### src/rtl/clk_div_prog.sv
// Programmable divided-clock generator with registered mclk, rise/fall strobes and
// glitch-free divisor reload at period boundaries. Define CLKDIV_SYNC_EN to add a `sync` phase-align input.
module clk_div_prog #(
  parameter int WIDTH       = 8,
  parameter int DEFAULT_DIV = 4
) (
  input  logic             clk,
  input  logic             rst,
  input  logic             en,
`ifdef CLKDIV_SYNC_EN
  input  logic             sync,
`endif
  input  logic [WIDTH-1:0] div_in,
  input  logic             div_load,
  output logic             busy,
  output logic [WIDTH-1:0] cur_div,
  output logic             mclk,
  output logic             rise_tick,
  output logic             fall_tick
);

  localparam logic [WIDTH-1:0] RESET_DIV = (DEFAULT_DIV < 2) ? WIDTH'(2) : WIDTH'(DEFAULT_DIV);

  logic [WIDTH-1:0] cnt;
  logic [WIDTH-1:0] cnt_next;
  logic [WIDTH-1:0] pending;
  logic [WIDTH-1:0] pending_clamped;
  logic             wrap;
  logic             apply;
  logic             mclk_next;
  logic             sync_hit;

`ifdef CLKDIV_SYNC_EN
  assign sync_hit = sync;
`else
  assign sync_hit = 1'b0;
`endif

  // The low phase is floor(N/2) cycles, so odd divisors stretch the high phase.
  always_comb begin
    pending_clamped = (pending < WIDTH'(2)) ? WIDTH'(2) : pending;
    wrap            = en && (cnt == cur_div - 1'b1);
    apply           = busy && (sync_hit || wrap);
    cnt_next        = wrap ? '0 : cnt + 1'b1;
    mclk_next       = (cnt_next >= (cur_div >> 1));
  end

  // NOTE: all state uses <= so every term above reads the pre-edge values.
  always_ff @(posedge clk) begin
    if (rst) begin
      cnt       <= '0;
      mclk      <= 1'b0;
      rise_tick <= 1'b0;
      fall_tick <= 1'b0;
      busy      <= 1'b0;
      pending   <= '0;
      cur_div   <= RESET_DIV;
    end else begin
      if (sync_hit) begin
        cnt       <= '0;
        mclk      <= 1'b0;
        rise_tick <= 1'b0;
        fall_tick <= mclk;
      end else if (en) begin
        cnt       <= cnt_next;
        mclk      <= mclk_next;
        rise_tick <= !mclk && mclk_next;
        fall_tick <= mclk && !mclk_next;
      end else begin
        rise_tick <= 1'b0;
        fall_tick <= 1'b0;
      end

      if (apply) begin
        cur_div <= pending_clamped;
      end

      // A load landing on the apply edge is kept for the following boundary.
      if (div_load) begin
        pending <= div_in;
        busy    <= 1'b1;
      end else if (apply) begin
        busy    <= 1'b0;
      end
    end
  end

endmodule
### config.mk
export PLATFORM = sky130hd
export DESIGN_NAME = clk_div_prog
export DESIGN_NICKNAME = d
export VERILOG_FILES = /design/src/rtl/clk_div_prog.sv
export SDC_FILE = /design/constraint.sdc
export NUM_CORES = 1
export LEC_CHECK = 0
export CAP_MARGIN = 20
export CORE_MARGIN = 2
export CORE_UTILIZATION = 54
export CTS_CLUSTER_SIZE = 8
export DETAILED_ROUTE_END_ITERATION = 8
export HOLD_SLACK_MARGIN = 0.12
export PLACE_DENSITY = 0.78
export SKIP_LAST_GASP = 1
export SYNTH_ARGS = -nofsm -noshare
export SYNTH_HDL_FRONTEND = slang
export SYNTH_SLANG_ARGS = --single-unit
### constraint.sdc
create_clock -name clk -period 4.5 [get_ports clk]
set_clock_uncertainty 0.15 [all_clocks]
set_input_delay 0.9 -clock clk [delete_from_list [all_inputs] [get_ports clk]]
set_output_delay 0.9 -clock clk [all_outputs]
set_load 0.01 [all_outputs]
==> results_dict.tcl, run 1 <==
set metrics [dict create \
    cp_cell_sequence "clkdlybuf4s50_1, o2111ai_1, a2111oi_4, buf_4, nor2_1, ha_1, a21o_1, a21oi_1, o21a_1, o221a_2, a211oi_1" \
    hold_viol_final 0 \
    grt_max_degree 27 \
    synth-warning-count 0 \
    drtIter0Drc 141 \
    drive_gt1_share_pct 5.21 \
    maxCapViolCount 0 \
    clock_power_share_pct 27.2 \
    cts_resized 0 \
    slew_violations 0 \
    dieHeight_microns 59.6 \
    insertion_delay_ns 0.32 \
    power.density_mw_per_mm2 231 \
    dp_hpwl_microns 2690 \
    dpl_cell_area_sq_mm 0.00190 \
    vdd_drop_max_mv 0.176 \
    slowest_delay_ns 0.68 \
    yosys_most_used_dff "dfxtp_1" \
    postCtsSetupRepairBufs 0 \
    setup_viol 0 \
    yosysTopAreaCellShare_pct 33.6 \
    combPwrFrac_pct 13.1 \
    num-nets-final 233 \
    drt_pass1_iterations 4 \
    synthCells 193 \
    worst_path_max_delay_cell "clkdlybuf4s50_1" \
    seqPwrFrac_pct 59.7 \
    crit_type "input port to flip-flop" \
    critical_path_required_ns 4.59 \
    core_area_sq_mm 0.00300 \
    grt_pass1_wl_microns 6040 \
    tritoncts "built" \
    gp_congestion 0.851 \
    start_util_pct 55.5 \
    outcome "complete, no violations" \
    synth.top_cells.by_area "dfxtp_1, ha_1, nor2_1" \
    crit_fanout 14 \
    max_slew_margin_pct 40.5 \
    hold_path.class "flip-flop to flip-flop" \
    routedWlPerCell_microns 14.5 \
    path_buf_inv 2 \
    grt_use_total_pct 22.3 \
    syn_area_sq_mm 0.00167 \
    portBuffers 23 \
    period_minus_slack_ns 3.55 \
    p_leak_nw 0.786 \
    antenna_found_initial 0 \
    cts_root_buf "clkbuf_4" \
    p_switching_mw 0.107 \
    async_reset_ff_share_pct 0 \
    cts_buffers 3 \
    internal_power_mw 0.338 \
    p_sw_share_pct 24.1 \
    endpoint_kind "flip-flop" \
    syn_area_per_cell_sq_um 8.64 \
    crit_family "compound AO/OA/AOI/OAI gates" \
    synth_nets 214 \
    worstPathArrival_ns 3.64 \
    viasPerCell 5.85 \
    ios 24 \
    die_width_microns 59.6 \
    max_freq_ghz 0.281 \
    num_antenna_cells 0 \
    synth_top_cell_by_area "dfxtp_1" \
    num_rows 20 \
    clock-sinks 28 \
    tightest_slew_ns 0.889 \
    cts_hold_buffers 0 \
    drt_wl_total_microns 3530 \
    synth_cell_type_count 41 \
    htree_levels 1 \
    synth-seq-cells 28 \
    ctsLongestPathBuffers 2 \
    cts.clk_slew.worst_paths_ns 0.14 \
    rsz0062_at_grt "no" \
    syn2layout_area_growth_pct 15.8 \
    startpoint_type "input port" \
    dieArea_sq_mm 0.00355 \
    synth_edf_count 0 \
    grt_pass1_vias 1344 \
    drc_errors 0 \
    fin_setup_tns_ns 0 \
    ys_seq_area_share_pct 33.6 \
    finalCritPeriodShare_pct 78.9 \
    stdcell_area_sq_mm 0.00193 \
    vias 1428 \
    ant_nets 0 \
    overflow 0 \
]
## through the flow
stage,total power [mW],setup WS [ns],utilization [%],std cells,hold slack [ns]
2_1_floorplan,0.308,1.22,-,193,0.306
3_3_place_gp,0.328,0.670,63.1,240,0.314
3_5_place_dp,0.330,0.572,63.1,240,0.323
4_1_cts,0.449,0.938,64.3,244,0.348
5_1_grt,0.468,0.692,64.3,244,0.378
6_report,0.446,0.947,64.3,244,0.346
## cell families after synthesis
group	Yosys count	synth area share, %
buffers and inverters	25	6.68
DFF	28	33.6
xor gates and xnor gates	19	9.98
muxes	8	4.80
AOI/OAI and AO/OA	38	17.4
and+or+nand+nor	66	20.8
adders and majority gates	9	6.75
## cell usage in the layout (no fill, tap or decap), drive strengths merged, types with 2 or more instances in the layout
| cell | count |
|---|---|
| dfxtp | 28 |
| nor2 | 26 |
| clkdlybuf4s50 | 23 |
| inv | 14 |
| a21oi | 12 |
| xnor2 | 10 |
| xor2 | 9 |
| nand3 | 9 |
| ha | 9 |
| mux2i | 8 |
| nand2b | 6 |
| a21o | 6 |
| and3 | 5 |
| nand2 | 5 |
| a211oi | 4 |
| clkbuf | 4 |
| nor4 | 3 |
| o2111ai | 2 |
| a211o | 2 |
| nand4 | 2 |
| nor3 | 2 |
| and2 | 2 |
| o21a | 2 |
| o32ai | 2 |
| o31ai | 2 |
| buf | 2 |
| or2 | 2 |
## power by group through the flow
stage | Clock, mW | Combinational [mW] | Sequential, mW
after global routing | 0.135 | 0.0655 | 0.268
after detailed placement | 0 | 0.0585 | 0.271
after global placement | 0 | 0.0570 | 0.271
final | 0.121 | 0.0586 | 0.266
after CTS | 0.124 | 0.0588 | 0.266
after floorplan | 0 | 0.0397 | 0.269
## per-layer routing
metal  GRT usage, %  vias to the layer above  wire (microns)
met5              0                        -               0
met1           30.8                      676            1630
met3           3.06                        2             169
li1               -                      710               -
met2           35.5                       40            1710
met4           8.25                        0              19
## cell usage after synthesis, types with 3 or more instances
master and n:
and3_1 5, inv_1 14, dfxtp_1 28, nand2_1 5
nor2_1 26, a211oi_1 3, ha_1 9, nand2b_1 6
xor2_1 9, a21oi_1 12, mux2i_1 8, clkbuf_1 6
xnor2_1 10, a21o_1 6, nand3_1 9
## final timing paths
kind / depth (start not counted) / slack, ns / to / from
worst max-delay path: 11 / 0.95 / mclk / en
worst min-delay path: 1 / 0.35 / rise_tick / mclk
worst max register to register: 14 / 0.95 / mclk / cur_div[1]
worst min register to register: 1 / 0.35 / rise_tick / mclk
## flip-flops by register name, summed over array words and instances, names as in the netlist
signal and count:
mclk 1, fall_tick 1, pending 8, cur_div 8, cnt 8, rise_tick 1
busy 1
## final cells by class
| type | count | area [sq um] |
|---|---|---|
| multi-input combinational | 140 | 996 |
| sequential | 28 | 561 |
| fill | 257 | 1070 |
| clock buffer | 4 | 36.3 |
| timing repair buffer | 25 | 245 |
| tap | 33 | 41.3 |
| inverter | 14 | 52.6 |
No activity file was read; power rests on OpenSTA's default activity.
==> run 2: changes to the inputs <==
Clock period 4.5 ns to 3.71 ns, I/O delays scaled along.
==> run 2 against run 1 <==
First-iteration DRC count decreased by 47%; sequential share of layout area decreased by 0.22 points; cell count increased by 0.82%; power increased by 22%; die area unchanged; design area increased by 0.78%; combinational power increased by 25%; via count decreased by 2.1%; setup slack got worse by 0.69 ns; non-clock buffer count increased by 2; flip-flop and latch count unchanged; critical endpoint is now fall_tick; largest power group unchanged.
==> results_dict.tcl, run 2 (synthesis results as in run 1) <==
set metrics [dict create \
    cts_resized 0 \
    clock_power_share_pct 27.3 \
    num_rows 20 \
    start_util_pct 55.5 \
    most-common-layout-cells "dfxtp_1, nor2_1, clkdlybuf4s50_1, inv_1, a21oi_1" \
    startpoint_type "flip-flop" \
    grt_max_degree 16 \
    grt_use_met3_pct 3.93 \
    top_regs "cnt (8), cur_div (8), pending (8)" \
    use_met2_pct 35.2 \
    ant_nets 0 \
    overflow 0 \
    num_antenna_cells 0 \
    tightest_slew_ns 0.522 \
    vias 1398 \
    cp_cell_sequence "inv_1, ha_1, nor4_1, o2111ai_1, and3_1, a2111oi_4, buf_4, nor2_1, ha_1, a21o_1, a21oi_1, o21a_1, o221a_2, and4b_1" \
    combPwrFrac_pct 13.4 \
    dieHeight_microns 59.6 \
    num-nets-final 235 \
    busiest_layer "met2" \
    maxCapViolCount 0 \
    postCtsSetupRepairBufs 0 \
    finalCritPeriodShare_pct 93.0 \
    power.density_mw_per_mm2 280 \
    grt_use_total_pct 22.4 \
    gp_congestion 0.841 \
    rsz0062_at_grt "no" \
    ctsLongestPathBuffers 2 \
    dp_hpwl_microns 2730 \
    slew_violations 0 \
    htree_levels 1 \
    drive_gt1_share_pct 6.10 \
    grt_pass1_vias 1277 \
    internal_power_mw 0.412 \
    routedWlPerCell_microns 14.4 \
    p_switching_mw 0.133 \
    insertion_delay_ns 0.33 \
    seqPwrFrac_pct 59.2 \
    cts_hold_buffers 0 \
    cts_root_buf "clkbuf_4" \
    timing.critical_path.mode_cell "ha_1" \
    portBuffers 23 \
    p_leak_nw 0.795 \
    crit_type "flip-flop to flip-flop" \
    fin_setup_tns_ns 0 \
    syn2layout_area_growth_pct 16.7 \
    endpoint_kind "flip-flop" \
    max_slew_margin_pct 65.1 \
    cts_buffers 3 \
    layout_commonest_cell "dfxtp_1" \
    drtIter0Drc 75 \
    drt_wl_total_microns 3530 \
    critical_path_required_ns 3.84 \
    worst_path_max_delay_cell "dfxtp_1" \
    gr-usage-met1_pct 30.7 \
    drt_pass1_iterations 4 \
    core_area_sq_mm 0.00300 \
    ios 24 \
    worstPathArrival_ns 3.58 \
    crit_fanout 11 \
    hold_path.class "flip-flop to flip-flop" \
    slowest_delay_ns 0.49 \
    max_freq_ghz 0.290 \
    p_sw_share_pct 24.4 \
    dieArea_sq_mm 0.00355 \
    power.total_mw 0.545 \
    antenna_found_initial 0 \
    viasPerCell 5.68 \
    die_width_microns 59.6 \
    period_minus_slack_ns 3.45 \
    cts.clk_slew.worst_paths_ns 0.15 \
    setup_viol 0 \
    clock-sinks 28 \
    grt_pass1_wl_microns 6020 \
    vdd_drop_max_mv 0.173 \
    tritoncts "built" \
    hold_viol_final 0 \
    outcome "complete, no violations" \
    drc_errors 0 \
]
[run 2: cell types whose count changed in the layout (fill, tap and decap cells not counted)]
cell	delta
buf_4	+2
[run 2: worst paths after layout]
kind | startpoint | to | slack [ns] | cells past startpoint
max | cur_div[0] | fall_tick | 0.26 | 14
min | mclk | rise_tick | 0.34 | 1
max reg2reg | cur_div[0] | fall_tick | 0.26 | 14
min reg2reg | mclk | rise_tick | 0.34 | 1
[run 2: layout make-up]
cell class / count / area [sq um]
clock buffers: 4 / 36.3
fillers: 251 / 1060
inverters: 14 / 52.6
multi-input cells: 140 / 996
flip-flops and latches: 28 / 561
well taps: 33 / 41.3
repair buffers: 27 / 260
[run 2: worst max-delay path, delay by kind of cell, from the launching register on]
family	cells	cell delay [ns]
simple gates	4	0.67
buf+inv	2	0.33
fa+ha+maj	2	0.59
flops	1	0.49
compound gates	6	1.15
[run 2: metrics by stage]
stage                     util, %  setup WS (ns)  hold WS [ns]  area (sq um)  instances
after detailed placement     63.6          0.311         0.320          1910        242
after floorplan                 -          0.433         0.306          1670        193
after global routing         64.8        0.00339         0.361          1950        246
after global placement       63.6          0.396         0.306          1910        242
final                        64.8          0.261         0.336          1950        246
after CTS                    64.8          0.271         0.340          1950        246
[run 2: routing by layer]
| metal | vias up | routed length, microns |
|---|---|---|
| met4 | 0 | 65 |
| met2 | 33 | 1610 |
| met1 | 645 | 1710 |
| met5 | - | 0 |
| li1 | 714 | - |
| met3 | 6 | 152 |
[run 2: power groups by stage]
stage          sequential (mW)  clock (mW)  combinational, mW
3_5_place_dp             0.329           0             0.0730
6_report                 0.323       0.149             0.0731
5_1_grt                  0.325       0.166             0.0823
4_1_cts                  0.322       0.153             0.0734
2_1_floorplan            0.326           0             0.0481
3_3_place_gp             0.328           0             0.0708
==> run 3: changes to the inputs <==
Settings changed: CORE_ASPECT_RATIO from default to 0.6, CTS_BUF_LIST from default to sky130_fd_sc_hd__clkbuf_16, HOLD_SLACK_MARGIN 0.12 to default.
==> run 3 against run 2 <==
Global-route usage up 1.7 points; cell count up 3.7%; critical path depth decreased by 1; hold slack worse by 0.0064 ns; design area is 3.9% higher; clock power up 63%; flip-flop and latch count unchanged; count of clock-buffer cells in the layout is 1 lower; die area grew 0.41%; routed wire length up 11%; sequential share of layout area down 1.0 points; register-to-register slack worse by 0.07 ns; largest cell class unchanged.
==> results_dict.tcl, run 3 (synthesis results as in run 1) <==
set metrics [dict create \
    htree_levels 1 \
    grt_pass1_vias 1347 \
    drtIter0Drc 151 \
    grt_use_total_pct 24.0 \
    grt_max_degree 18 \
    clock-sinks 28 \
    start_util_pct 57.3 \
    dp_hpwl_microns 2910 \
    ctsLongestPathBuffers 2 \
    slowest_delay_ns 0.57 \
    maxCapViolCount 0 \
    antenna_found_initial 0 \
    portBuffers 23 \
    power.density_mw_per_mm2 316 \
    worst_r2r_endpoint "mclk" \
    dieArea_sq_mm 0.00356 \
    crit_fanout 14 \
    layout_commonest_cell "dfxtp_1" \
    fin_ws_ns 0.189 \
    p_leak_nw 0.816 \
    rr_startpoint "cur_div[1]" \
    cp-endpoint "mclk" \
    critical_path_required_ns 3.72 \
    period_minus_slack_ns 3.52 \
    drc_errors 0 \
    drive_gt1_share_pct 7.04 \
    timing.critical_path.mode_cell "o21a_1" \
    vdd_drop_max_mv 0.352 \
    top_regs "cnt (8), cur_div (8), pending (8)" \
    grt_pass1_wl_microns 6200 \
    overflow 0 \
    cp-startpoint "cur_div[1]" \
    worstPathArrival_ns 3.53 \
    routedWlPerCell_microns 15.4 \
    endpoint_kind "flip-flop" \
    cts_buffers 3 \
    tritoncts "built" \
    hold_path.class "flip-flop to flip-flop" \
    core_area_sq_mm 0.00291 \
    insertion_delay_ns 0.26 \
    finalCritPeriodShare_pct 94.9 \
    cp_cell_sequence "inv_1, ha_2, and2_1, o21a_1, o31a_1, a2111oi_4, buf_6, nor2_1, ha_1, nand3_1, o21a_1, o221a_2, a211oi_1" \
    cp_num_cells 13 \
    vias 1447 \
    syn2layout_area_growth_pct 21.3 \
    drt_wl_total_microns 3940 \
    worst_path_max_delay_cell "dfxtp_1" \
    tightest_slew_ns 0.595 \
    die_width_microns 75.7 \
    drt_pass1_iterations 4 \
    rsz0062_at_grt "no" \
    startpoint_type "flip-flop" \
    num_antenna_cells 0 \
    most-common-layout-cells "dfxtp_1, nor2_1, clkdlybuf4s50_1, inv_1, a21oi_1" \
    hold_viol_final 0 \
    ant_nets 0 \
    gp_congestion 0.898 \
    num_rows 15 \
    outcome "complete, no violations" \
    num-nets-final 235 \
    path_buf_inv 2 \
    fin_setup_tns_ns 0 \
    setup_viol 0 \
    crit_family "compound AO/OA/AOI/OAI gates" \
    viasPerCell 5.67 \
    max_slew_margin_pct 60.2 \
    max_freq_ghz 0.284 \
    rr_worst_depth 13 \
    post-place-ws_ns 0.106 \
    ios 24 \
    utilization_pct 69.5 \
    cts_hold_buffers 0 \
    slew_violations 0 \
    crit_type "flip-flop to flip-flop" \
    cts.clk_slew.worst_paths_ns 0.07 \
    rrSetupSlack_ns 0.19 \
    dieHeight_microns 47.1 \
    cts_root_buf "clkbuf_16" \
]
==> run 3: stage by stage <==
step / cell area (sq um) / cells / power, mW / hold slack [ns]
finish: 2020 / 255 / 0.640 / 0.330
global route: 2020 / 255 / 0.664 / 0.349
CTS: 2000 / 255 / 0.645 / 0.335
detailed placement: 1920 / 251 / 0.402 / 0.323
global placement: 1920 / 251 / 0.400 / 0.316
floorplan: 1670 / 193 / 0.374 / 0.306
==> run 3: layer usage <==
metal	routed length [microns]	up-vias	GRT usage, %	share of wire [%]
met5	0	-	0	0
met4	53	0	9.12	1.3
met3	293	6	6.01	7.4
met2	1750	55	37.6	45
met1	1840	676	32.5	47
li1	-	710	-	-
==> run 3: final cells by class <==
type / instances / area (sq um)
clock buffer: 3 / 75.1
tap: 42 / 52.6
inverter: 14 / 52.6
clock inverter: 1 / 3.75
sequential: 28 / 562
fill: 234 / 886
timing repair buffer: 27 / 264
multi-input combinational: 140 / 1010
==> run 3: worst min-delay path by stage <==
stage,slack [ns],end,cells past startpoint,start
floorplan,0.31,cur_div[7],2,pending[7]
global placement,0.32,rise_tick,1,mclk
detailed placement,0.32,rise_tick,1,mclk
CTS,0.34,rise_tick,1,mclk
global route,0.35,rise_tick,1,mclk
finish,0.33,rise_tick,1,mclk
==> run 3: power breakdown <==
part           internal [mW]  total, mW  switching [mW]
clock network          0.144      0.243          0.0985
logic                 0.0410     0.0742          0.0332
registers              0.311      0.323          0.0118
==> run 3: repair_timing <==
action	4_1_cts	5_1_grt
resized for setup	0	5
buffers inserted	0	0
endpoints found under the setup margin	0	3
